**config.mk**
```make
export PLATFORM = sky130hd
export DESIGN_NAME = uart_rx_fifo
export DESIGN_NICKNAME = d
export VERILOG_FILES = /design/src/rtl/uart_rx_fifo.sv
export SDC_FILE = /design/constraint.sdc
export NUM_CORES = 1
export LEC_CHECK = 0
export CELL_PAD_IN_SITES_DETAIL_PLACEMENT = 1
export CELL_PAD_IN_SITES_GLOBAL_PLACEMENT = 2
export CORE_UTILIZATION = 44
export DETAILED_ROUTE_END_ITERATION = 6
export GPL_ROUTABILITY_DRIVEN = 0
export HOLD_SLACK_MARGIN = 0.06
export PLACE_DENSITY = 0.79
export SETUP_SLACK_MARGIN = 0.2
export SLEW_MARGIN = 5
export SYNTH_ARGS = -nofsm -noshare
export SYNTH_HDL_FRONTEND = slang
export SYNTH_SLANG_ARGS = --single-unit
```
**constraint.sdc**
```tcl
create_clock -name clk -period 5.4 [get_ports clk]
set_clock_uncertainty 0.2 [all_clocks]
set_input_delay 1.08 -clock clk [delete_from_list [all_inputs] [get_ports clk]]
set_output_delay 1.08 -clock clk [all_outputs]
set_load 0.01 [all_outputs]
```
**src/rtl/uart_rx_fifo.sv**
```systemverilog
// Receive FIFO between uart_rx and the CPU data port: captures one byte per
// rx_data_ready assertion, pops one byte per CPU read, and flags dropped bytes.
module uart_rx_fifo #(
    parameter int DEPTH     = 16,
    parameter int ADDR_W    = 4,
    parameter int INT_LEVEL = 1
) (
    input  logic              clk,
    input  logic              reset_n,
    input  logic [7:0]        rx_data,
    input  logic              rx_data_ready,
    output logic              rx_clear,
    input  logic              rd_req,
    output logic [7:0]        dout,
    output logic              empty,
    output logic              full,
    output logic [ADDR_W:0]   count,
    output logic              overrun,
    input  logic              ovr_clear,
    output logic              int_req
);

    typedef enum logic {
        IDLE     = 1'b0,
        WAIT_CLR = 1'b1
    } state_t;

    state_t            state_q;
    logic              rx_clear_q;
    logic              rd_req_q;
    logic [ADDR_W-1:0] wr_ptr_q, wr_ptr_d;
    logic [ADDR_W-1:0] rd_ptr_q, rd_ptr_d;
    logic [ADDR_W:0]   count_q, count_d;
    logic              empty_q, full_q, overrun_q, int_req_q;
    logic [7:0]        dout_q, dout_d;
    logic [7:0]        mem_q [DEPTH];

    logic push_s, pop_s, wr_en_s, drop_s;

    // Push/pop qualification, next-state pointers, count and show-ahead head byte
    always_comb begin
        push_s   = 1'b0;
        pop_s    = 1'b0;
        wr_en_s  = 1'b0;
        drop_s   = 1'b0;
        wr_ptr_d = wr_ptr_q;
        rd_ptr_d = rd_ptr_q;
        count_d  = count_q;
        dout_d   = 8'h00;

        if (state_q == IDLE && rx_data_ready) begin
            push_s = 1'b1;
        end else begin
            push_s = 1'b0;
        end

        if (rd_req && !rd_req_q && !empty_q) begin
            pop_s = 1'b1;
        end else begin
            pop_s = 1'b0;
        end

        // A full FIFO still accepts a byte when the same edge frees a slot
        if (push_s && (!full_q || pop_s)) begin
            wr_en_s = 1'b1;
        end else begin
            wr_en_s = 1'b0;
        end
        drop_s = push_s && !wr_en_s;

        if (wr_en_s) begin
            wr_ptr_d = wr_ptr_q + ADDR_W'(1);
        end else begin
            wr_ptr_d = wr_ptr_q;
        end
        if (pop_s) begin
            rd_ptr_d = rd_ptr_q + ADDR_W'(1);
        end else begin
            rd_ptr_d = rd_ptr_q;
        end

        case ({wr_en_s, pop_s})
            2'b10:   count_d = count_q + (ADDR_W+1)'(1);
            2'b01:   count_d = count_q - (ADDR_W+1)'(1);
            default: count_d = count_q;
        endcase

        // The new head may be the byte being written on this same edge
        if (count_d == (ADDR_W+1)'(0)) begin
            dout_d = 8'h00;
        end else if (wr_en_s && rd_ptr_d == wr_ptr_q) begin
            dout_d = rx_data;
        end else begin
            dout_d = mem_q[rd_ptr_d];
        end
    end

    // Capture FSM, pointers, flags and registered outputs
    always_ff @(posedge clk) begin
        if (!reset_n) begin
            state_q    <= IDLE;
            rx_clear_q <= 1'b0;
            rd_req_q   <= 1'b0;
            wr_ptr_q   <= '0;
            rd_ptr_q   <= '0;
            count_q    <= '0;
            empty_q    <= 1'b1;
            full_q     <= 1'b0;
            overrun_q  <= 1'b0;
            int_req_q  <= 1'b0;
            dout_q     <= 8'h00;
        end else begin
            case (state_q)
                IDLE: begin
                    if (rx_data_ready) begin
                        state_q    <= WAIT_CLR;
                        rx_clear_q <= 1'b1;
                    end
                end
                WAIT_CLR: begin
                    if (!rx_data_ready) begin
                        state_q    <= IDLE;
                        rx_clear_q <= 1'b0;
                    end
                end
                default: begin
                    state_q    <= IDLE;
                    rx_clear_q <= 1'b0;
                end
            endcase

            rd_req_q  <= rd_req;
            wr_ptr_q  <= wr_ptr_d;
            rd_ptr_q  <= rd_ptr_d;
            count_q   <= count_d;
            empty_q   <= (count_d == (ADDR_W+1)'(0));
            full_q    <= (count_d == (ADDR_W+1)'(DEPTH));
            int_req_q <= (count_d >= (ADDR_W+1)'(INT_LEVEL));
            dout_q    <= dout_d;

            if (drop_s) begin
                overrun_q <= 1'b1;
            end else if (ovr_clear) begin
                overrun_q <= 1'b0;
            end
        end
    end

    // Storage array, deliberately left without reset
    always_ff @(posedge clk) begin
        if (wr_en_s) begin
            mem_q[wr_ptr_q] <= rx_data;
        end
    end

    assign rx_clear = rx_clear_q;
    assign dout     = dout_q;
    assign empty    = empty_q;
    assign full     = full_q;
    assign count    = count_q;
    assign overrun  = overrun_q;
    assign int_req  = int_req_q;

endmodule

```
# After elaboration in Yosys (flattened, before gate mapping)
# Memories as Yosys holds them, arrays and structs flattened. A register that Yosys moved wholly into a read port is not among the register bits.
# Cells that the tools add are included.
word_totals:
  output_inout_bits: 18
  input_bits: 13
  reg_bits: 20
  mem_count: 1
  ram_bits: 128
  elab_cells: 50
op_classes:
  n_bitwise: 2
  eq_ne: 5
  n_reduce_logical: 14
  muxes: 13
  n_addsub: 4
  order_cmp: 1
mem_list:
  columns: ["name", "depth", "width", "read_ports", "rd_clocked_by_memory_dff", "write_ports", "line_no", "text"]
  rows:
  - ["mem_q", 16, 8, 1, 1, 1, "36", "logic [7:0] mem_q [DEPTH];"]
ops:
  columns: ["operator", "n"]
  rows:
  - ["two-way mux 1 bit", 10]
  - ["one-hot mux 5 bit (2 select lines)", 1]
  - ["adder 4 x 1 -> 4 bit (second input constant)", 2]
  - ["adder 5 x 1 -> 5 bit (second input constant)", 1]
  - ["equality test 5 bit (second input constant)", 1]
  - ["greater-or-equal comparator 5 x 1 -> 1 bit (second input constant)", 1]
  - ["logical AND 1 bit", 5]
  - ["logical NOT 5 bit", 1]
  - ["subtractor 5 x 1 -> 5 bit (second input constant)", 1]
  - ["logical NOT 1 bit", 4]
  - ["two-way mux 4 bit", 1]
  - ["inequality test 2 bit (second input constant)", 2]
  - ["equality test 2 x 1 -> 1 bit (second input constant)", 1]
  - ["equality test 2 bit (second input constant)", 1]
  - ["NOT 1 bit", 2]
  - ["one-hot mux 1 bit (2 select lines)", 1]
  - ["AND reduction 2 bit", 1]
  - ["nonzero test 2 bit", 1]
  - ["OR reduction 2 bit", 1]
  - ["logical OR 1 bit", 1]

# Longest topological paths before layout
# Gate-level depths: netlist of run 1.
depth:
  ltp_word: 11
  depth_mapped: 16
  mapped_depth_nobuf: 13

# Worst setup path before layout of run 1
# OpenSTA, ideal clock, no wires.
synth_path:
  path_type: "input to register"
  startpoint: "input rd_req"
  endpoint: "register dout_q[0] (netlist: dout[0]) (read register of mem_q)"
  cell_stages: 16
  t_required_ns: 5.052
  n_path_buf: 5
  setup_time_ns: 0.148
  slack_ns: 0.935
  arrival_ns: 4.117
  path_cell_list: "or3b_1 buf_2 inv_2 buf_4 buf_4 buf_2 ha_1 clkbuf_1 xor2_1 ha_1 o21ai_0 a21boi_0 a2111o_1 xnor2_1 o31ai_2 a211oi_1"
synth_via:
  elab_chain_len: 10
  elab_cells_between_ends: 12
  classes_between: "eq/ne (2); mux (4); reduce/logical (6)"
synth_rtl:
  columns: ["element", "line_no", "text"]
  rows:
  - ["from (decl)", "13", "input logic rd_req,"]
  - ["logical AND 1 bit * (2 in series)", "57", "if (rd_req && !rd_req_q && !empty_q) begin"]
  - ["two-way mux 1 bit *", "57", null]
  - ["logical OR 1 bit", "64", "if (push_s && (!full_q || pop_s)) begin"]
  - ["logical AND 1 bit", "64", null]
  - ["two-way mux 1 bit", "64", null]
  - ["equality test 2 x 1 -> 1 bit / equality test 2 bit (equally long branches)", "82", "case ({wr_en_s, pop_s})"]
  - ["one-hot mux 5 bit (2 select lines)", "82", null]
  - ["logical NOT 5 bit", "89", "if (count_d == (ADDR_W+1)'(0)) begin"]
  - ["OR reduction 2 bit (no source line)", null, null]
  - ["to (decl)", "35", "logic [7:0] dout_q, dout_d;"]
# Mark *: on every way between the ends. The rest lies on a longest branch, timed or not.
# A chain may end at the register's enable or synchronous reset.

# Final worst setup path of run 1
layout_path:
  startpoint: "input rd_req"
  endpoint: "register dout_q[2] (netlist: dout[2]) (read register of mem_q)"
# The elaborated chain is that of the path after synthesis.

==> results.tsv, run 1 <==
metric	value	unit
status	complete, no violations	
min_path_cells	2	
htree_levels	4	
core	16600	um2
detail-route-antenna-nets	0	
route.vias.total	4772	
ios	31	
cts_resized	0	
rsz0062_at_grt	no	
worstPathRequired	5.48	ns
grt_max_degree	69	
p_seq_share	42.8	%
yosys.area.top_type_share	51.0	%
hold_class	reg -> reg	
drt_iter0_markers	316	
n_fill_cell	1632	
clock.fmax	221	MHz
worstPathMaxFanout	10	
synthCells	540	
drive_gt1_share	19.0	%
power_frac_comb	16.1	%
diodes	0	
drv_cap	0	
die_w	133	um
cts_setup_buffers	0	
area_delta_synth_final	15.1	%
switching_share	25.9	%
tightest_slew	1.12	ns
cts_tree	yes	
grt_first_pass_wirelength	30100	um
grt_usage	23.2	%
synth_top_cell_by_area	edfxtp_1	
worstSetupPathType	in -> reg	
p_int	2420	uW
cp-start-kind	input port	
grt_overflow	0	
pwr-share-clk	41.2	%
synthTopCellsByArea	edfxtp_1 51%, mux4_2 9.6%, dfxtp_1 7.4%, mux2_2 3.7%, mux2i_1 3.2%	
cts_root_buffer	clkbuf_16	
die_h	133	um
drc_errors	0	
hold_buffers	0	
yosys_most_used_dff	edfxtp_1	
min_period	4.53	ns
grt_pass1_vias	4987	
synth_most_common_cell	edfxtp_1	
worstPathArrival	4.61	ns
synth_area_per_cell	14.0	um2
p_leak	0.00278	uW
postLayoutCoreUtil	52.2	%
period_share	83.9	%
synth_fp_nets	562	
first_pass_iters	4	
switchingPower	847	uW
clock_latency	0.42	ns
synth_common_cells	128 x edfxtp_1, 33 x nand2_1, 32 x mux4_2	
numCtsBuffers	17	
final_max_slew_viol_count	0	
antenna_found_initial	0	
cellPowerDensity	377	nW/um2
rr_worst_depth	8	
hpwl	12400	um
synth_warnings	0	
synth_edf_count	128	
dieArea	17700	um2
clkTransAtPathRegs	0.06	ns
synth_cell_type_count	57	
ys_seq_area_share	58.4	%
fp-row-count	47	
cts_max_path_buffers	2	
finalSetupViolations	0	
cts.sink_count	156	
syn_area	7540	um2
port_buffers	30	
relSlewSlack	24.8	%
endpoint_kind	flip-flop	
final_nets	583	
wl	19300	um
max-vdd-ir-drop	0.245	mV
ys_ff_latch	156	
finalSetupTns	0	ns
drt-vias-per-instance	6.01	
wire_per_inst	24.3	um
ys_async_sr_fraction	0	%
hold_viol_final	0	
initial_core_util	45.3	%
==> worst max-delay path, stage by stage <==
cell and delay [ns]:
clkdlybuf4s50_1 0.53, or3b_1 0.40, nand2_1 0.08, and2_1 0.29, inv_1 0.15, ha_1 0.33
xor2_1 0.18, ha_1 0.22, o21ai_0 0.15, a21boi_0 0.11, a2111o_1 0.44, xnor2_1 0.15
o31ai_2 0.22, buf_4 0.21, a211oi_1 0.07
==> routing by layer <==
metal  GRT usage (%)  part of all wire (%)  up-vias
met1            32.6                    45     2437
met4            10.7                   2.7        0
met2            34.8                    47      105
li1                -                     -     2202
met5               0                     0        -
met3            4.37                   5.2       28
==> placed cells by master (no fill, tap or decap), types with 8 or more instances in the layout <==
master	count
a211oi_1	8
a21oi_1	15
a221oi_1	8
buf_4	10
clkbuf_16	17
clkdlybuf4s50_1	30
dfxtp_1	26
edfxtp_1	128
ha_1	9
inv_1	10
mux2_2	25
mux2i_1	24
mux4_2	32
nand2_1	33
nor2_1	29
nor3_1	29
o21ai_0	11
o32ai_1	25
==> sequential cells by signal, summed over array words and instances (netlist names), 4 cells and up <==
name,cells
mem_q,128
dout,8
count,5
rd_ptr_q,4
wr_ptr_q,4
==> layout make-up <==
| type | instances | area, um2 | area share [%] |
|---|---|---|---|
| clock inverter | 15 | 236 | 2.72 |
| clock buffer | 17 | 425 | 4.90 |
| inverter | 11 | 41.3 | 0.476 |
| tap | 220 | 275 | 3.17 |
| timing repair buffer | 40 | 375 | 4.32 |
| sequential | 156 | 4410 | 50.8 |
| multi-input combinational | 335 | 2920 | 33.6 |
==> power groups by stage <==
stage / clock network (uW) / logic [uW] / registers, uW
after floorplan: 0 / 354 / 1400
after global placement: 0 / 511 / 1420
after detailed placement: 0 / 524 / 1430
after CTS: 1360 / 528 / 1400
after global routing: 1400 / 568 / 1410
final: 1350 / 526 / 1400
==> final timing paths <==
path	startpoint	endpoint	slack, ns
setup / recovery	rd_req	dout[2]$_SDFF_PP0_	0.87
hold / removal	overrun$_SDFFE_PN0P_	overrun$_SDFFE_PN0P_	0.30
setup reg to reg	rd_ptr_q[0]$_SDFF_PN0_	dout[2]$_SDFF_PP0_	1.52
hold reg to reg	overrun$_SDFFE_PN0P_	overrun$_SDFFE_PN0P_	0.30
==> per-stage QoR <==
stage | setup slack [ns] | cell area, um2 | power (uW) | std cells | hold slack [ns]
after detailed placement | 0.449 | 8020 | 1950 | 762 | 0.286
after CTS | 0.876 | 8680 | 3280 | 794 | 0.303
after floorplan | 0.935 | 7540 | 1760 | 540 | 0.282
final | 0.869 | 8680 | 3270 | 794 | 0.300
after global routing | 0.613 | 8680 | 3380 | 794 | 0.319
after global placement | 0.515 | 8020 | 1930 | 762 | 0.268
==> kinds of logic (layout without fill, tap and decap cells) <==
family | Yosys count | after routing | synth area share [%]
simple gates | 127 | 127 | 8.51
compound gates | 104 | 104 | 10.6
flops | 156 | 156 | 58.4
mux | 81 | 81 | 16.5
xor+xnor | 14 | 14 | 1.63
fa+ha+maj | 9 | 9 | 1.49
buf+inv | 49 | 83 | 2.90
Note: power is estimated with default switching activity, not from simulation.
==> run 2: changes to the inputs <==
--- a/config.mk
+++ b/config.mk
@@ -7,11 +7,11 @@
 export LEC_CHECK = 0
 export CELL_PAD_IN_SITES_DETAIL_PLACEMENT = 1
 export CELL_PAD_IN_SITES_GLOBAL_PLACEMENT = 2
-export CORE_UTILIZATION = 44
+export CORE_UTILIZATION = 40
 export DETAILED_ROUTE_END_ITERATION = 6
 export GPL_ROUTABILITY_DRIVEN = 0
 export HOLD_SLACK_MARGIN = 0.06
-export PLACE_DENSITY = 0.79
+export PLACE_DENSITY = 0.75
 export SETUP_SLACK_MARGIN = 0.2
 export SLEW_MARGIN = 5
 export SYNTH_ARGS = -nofsm -noshare
==> constraint.sdc (replaced) <==
create_clock -name clk -period 3.8 [get_ports clk]
set_clock_uncertainty 0.2 [all_clocks]
set_input_delay 0.76 -clock clk [delete_from_list [all_inputs] [get_ports clk]]
set_output_delay 0.76 -clock clk [all_outputs]
set_load 0.01 [all_outputs]
==> results.tsv, run 2 (synthesis gave the netlist of run 1 again) <==
metric	value	unit
status	complete, no violations	
cts_tree	yes	
rsz0062_at_grt	no	
htree_levels	4	
finalSetupTns	0	ns
final_cell_area	9020	um2
initial_core_util	41.4	%
cts_max_path_buffers	2	
place_inst	806	
worstPathArrival	3.53	ns
hold_viol_final	0	
total_power	4620	uW
hold_buffers	0	
dieArea	19400	um2
grt_pass1_vias	5311	
hold_class	reg -> reg	
cts.sink_count	156	
grt_usage	21.7	%
endpoint_kind	flip-flop	
finalSetupViolations	0	
grt_first_pass_wirelength	31200	um
min_to	overrun$_SDFFE_PN0P_	
drt_iter0_markers	284	
largest_register	mem_q	
die_w	139	um
cellPowerDensity	512	nW/um2
grt_busiest_layer	met2	
route.vias.total	4987	
fp-row-count	49	
numCtsBuffers	17	
rr_worst_depth	15	
final_nets	621	
final_max_slew_viol_count	0	
wire_per_inst	23.6	um
antenna_found_initial	0	
grt_max_degree	104	
p_leak	0.00296	uW
port_buffers	30	
final_cell_mix	128 x edfxtp_1, 44 x buf_4, 33 x nand2_1	
die_h	139	um
wl	19900	um
diodes	0	
ios	31	
worstPathMaxFanout	5	
drt-vias-per-instance	5.93	
detail-route-antenna-nets	0	
grt_overflow	0	
fin_ws	0.344	ns
drv_cap	0	
max-vdd-ir-drop	0.369	mV
clock_latency	0.42	ns
clkTransAtPathRegs	0.06	ns
drive_gt1_share	24.7	%
worstSetupPathType	in -> reg	
fin_cells	841	
placed_area	8350	um2
min_path_cells	2	
regToRegEndpoint	dout[1]$_SDFF_PP0_	
r2r_slack	0.54	ns
cp-start-kind	input port	
grt_use_met1	29.1	%
hpwl	13200	um
met2_usage	36.0	%
relSlewSlack	43.4	%
cts_root_buffer	clkbuf_16	
final_common_cell	edfxtp_1	
place_ws	-0.370	ns
tightest_slew	0.846	ns
min_period	3.46	ns
drc_errors	0	
area_delta_synth_final	19.7	%
clock.fmax	289	MHz
timing.rr.start	rd_req_q$_SDFF_PN0_	
core	18200	um2
worstHoldStart	overrun$_SDFFE_PN0P_	
grt_use_met3	3.44	%
largest_reg_flops	128	
crit_start	rx_data_ready	
period_share	90.9	%
first_pass_iters	5	
worstPathRequired	3.87	ns
## run 2: worst max path at each step
| stage | to | slack (ns) | depth (start not counted) |
|---|---|---|---|
| final | dout[1]$_SDFF_PP0_ | 0.34 | 15 |
| after global routing | dout[0]$_SDFF_PP0_ | 0.21 | 16 |
| after CTS | dout[1]$_SDFF_PP0_ | 0.31 | 16 |
| after detailed placement | dout[2]$_SDFF_PP0_ | -0.37 | 15 |
| after global placement | dout[0]$_SDFF_PP0_ | -0.24 | 15 |
| after floorplan | dout[0]$_SDFF_PP0_ | 0.01 | 16 |
## run 2: cell type report
class / count / area (um2)
inverters: 11 / 43.8
well taps: 229 / 287
flip-flops and latches: 156 / 4410
clock inverters: 12 / 171
clock buffers: 20 / 437
fillers: 1795 / 9190
repair buffers: 78 / 708
multi-input cells: 335 / 2970
## run 2: metrics by stage
| stage | hold slack (ns) | utilization, % |
|---|---|---|
| 3_5_place_dp | 0.291 | 45.9 |
| 4_1_cts | 0.323 | 49.5 |
| 5_1_grt | 0.354 | 49.6 |
| 2_1_floorplan | 0.282 | - |
| 6_report | 0.307 | 49.6 |
| 3_3_place_gp | 0.270 | 45.9 |
## run 2: worst max-delay path, stage by stage
cell and delay [ns]:
clkdlybuf4s50_1 0.48, ha_1 0.20, and2_4 0.16, inv_2 0.05, ha_4 0.16, xor2_1 0.14
ha_2 0.20, o21ai_1 0.11, a21boi_0 0.11, a2111o_1 0.46, xnor2_2 0.17, o31ai_4 0.22
buf_4 0.16, buf_12 0.10, a211oi_1 0.04
## run 2: timing repair
item | CTS | global route
gates resized for setup | 9 | 2
gates cloned | 1 | 0
buffers inserted | 2 | 0
endpoints found under the setup margin | 10 | 4
endpoints found under the hold margin | 0 | 0
pin swaps | 3 | 2
## run 2: per-layer routing
layer	wire length, um	vias to the layer above
met5	0	-
met4	312	0
met3	791	27
met2	9890	105
met1	8860	2581
li1	-	2274
## run 2: where the power goes
group          leakage, uW  internal, uW  switching, uW  total [uW]
logic              0.00129           442            460         902
clock network     0.000289          1090            666        1760
registers          0.00139          1910           50.5        1960
total              0.00296          3450           1180        4620
==> patch: new RTL, flow settings as in run 2 <==
Change the parameter `ADDR_W` from 4 to 5.
--- a/src/rtl/uart_rx_fifo.sv
+++ b/src/rtl/uart_rx_fifo.sv
@@ -2,7 +2,7 @@
 // rx_data_ready assertion, pops one byte per CPU read, and flags dropped bytes.
 module uart_rx_fifo #(
     parameter int DEPTH     = 16,
-    parameter int ADDR_W    = 4,
+    parameter int ADDR_W    = 5,
     parameter int INT_LEVEL = 1
 ) (
     input  logic              clk,
Interface: changed (resized count); port bits go from 31 to 32. No check against the original RTL was run, so the function may have changed too.
==> patch against run 2 <==
Total power is 6.4% lower; largest cell class unchanged; first-iteration DRC count fell by 20%; sequential cell count increased by 3; highest routed layer unchanged; worst setup slack got worse by 5.3 ps; largest power group unchanged; cell area shrank 2.7%; die area fell by 2.1%; critical path type unchanged; maximum frequency is 0.15% lower; synthesized area fell by 2.1%; routed wire length is 14% lower; combinational power down 6.7%.
==> patch: results (changes against run 2) <==
Global routing
  – First-pass GRT wire length: 26,800 um (was 31,200 um)
  – Vias in the first global route: 4,756 (was 5,311)
  – Met2 usage: 0.320 (was 0.360)
  – Met1 usage: 0.254 (was 0.291)
  – Largest net degree at the start of global routing: 36 (was 104)
  – Met3 usage: 0.0322 (was 0.0344)
  – GRT Total Usage: 0.193 (was 0.217)

Logic synthesis
  – Synth cell count leaders: 128 x edfxtp_1, 75 x mux2i_1, 33 x a21oi_1 (was 128 x edfxtp_1, 33 x nand2_1, 32 x mux4_2)
  – Syn nets: 563 (was 562)
  – Synth area leaders: edfxtp_1 52%, mux2i_1 10%, dfxtp_1 8.4%, a21oi_1 2.2%, mux4_2 1.8% (was edfxtp_1 51%, mux4_2 9.6%, dfxtp_1 7.4%, mux2_2 3.7%, mux2i_1 3.2%)
  – Syn Inst Count: 541 (was 540)
  – Top FF cell, synth: edfxtp_1 (unchanged)
  – Compound-Gate Fraction of Synth Area: 0.104 (was 0.106)
  – Post-synthesis mux area share: 0.132 (was 0.165)
  – Post-synthesis adder-cell area fraction: 0.0153 (was 0.0149)
  – Register area share after synthesis: 0.605 (was 0.584)
  – Post-synth cell types: 59 (was 57)
  – XOR/XNOR share of the synthesized area: 0.0278 (was 0.0163)

Clock tree
  – Postcts setup bufs: 1 (was 2)
  – Post-CTS Resized: 7 (was 9)
  – Clk pin slew, worst setup/hold paths: 60 ps (about the same)
  – Worst-Skew Late Latency: 420 ps (about the same)

Drt
  – Final wirelength: 17,000 um (was 19,900 um)
  – Met1 wire length: 7750 um (was 8860 um)
  – Routed met2 length: 8540 um (was 9890 um)
  – Wire length on met3: 494 um (was 791 um)
  – Initial drt markers: 228 (was 284)
  – DR pass1 iterations: 4 (was 5)
  – Vias/cell: 5.47 (was 5.93)

Placement
  – HPWL after detailed placement: 11,700 um (was 13,200 um)
  – Placed Cells: 812 (was 806)
  – IO Port Bufs: 31 (was 30)

Worst setup path
  – Worst Path Max Fanout: 7 (was 5)
  – Crit path DAT: 3590 ps (was 3530 ps)

Timing
  – Worst rel slew slack: 0.521 (was 0.434)

Outcome
  – Outcome: completed (unchanged)

Finish
  – Multi-input gate count: 334 (was 335)
  – Share of layout cells above drive strength 1: 0.197 (was 0.247)
  – Inverters, non-clock: 13 (was 11)
  – Multi-input combinational area share: 0.313 (was 0.329)
  – Register area: 0.00446 sq mm (was 0.00441 sq mm)
  – Final nets: 625 (was 621)
  – Fin cells: 844 (was 841)
  – Non-clock buffer share: 0.0801 (was 0.0785)
  – Antenna diodes: 0 (unchanged)
  – Sequential cells: 159 (was 156)
  – Clock buffer count: 18 (was 20)
  – Fillers: 1,819 (was 1,795)
  – Clock-cell share: 0.0591 (was 0.0674)

Power and ir drop
  – Worst ir drop on vdd: 0.000317 V (was 0.000369 V)
  – P_leak: 0.00303 uW (was 0.00296 uW)
-- patch: through the flow --
step                      setup slack [ps]  hold slack [ps]   util  area [sq um]
after floorplan                       -122              330      -          7460
after global placement                -245              305  0.457          8230
after detailed placement              -363              308  0.457          8230
after CTS                              344              327  0.487          8780
after global routing                   205              391  0.487          8780
final                                  339              322  0.487          8780
-- patch: final timing paths --
kind / start / to / slack (ps) / cells past startpoint
worst max-delay path: rx_data_ready / dout[7] / 340 / 12
worst min register to register: overrun / overrun / 320 / 2
worst min-delay path: overrun / overrun / 320 / 2
worst max register to register: empty / dout[7] / 610 / 11
-- patch: worst register-to-register path, delay by kind of cell, from the launching register on --
family,cells,cell delay [ps]
adder cells (fa/ha/maj),1,240
AO/OA/AOI/OAI,4,960
multiplexers,1,130
AND/OR/NAND/NOR,3,1010
flip-flops,1,330
buffers and inverters,2,240
-- patch: report_power, final --
group / internal [uW] / switching, uW
clock network: 832 / 671
logic: 397 / 444
registers: 1940 / 47.4
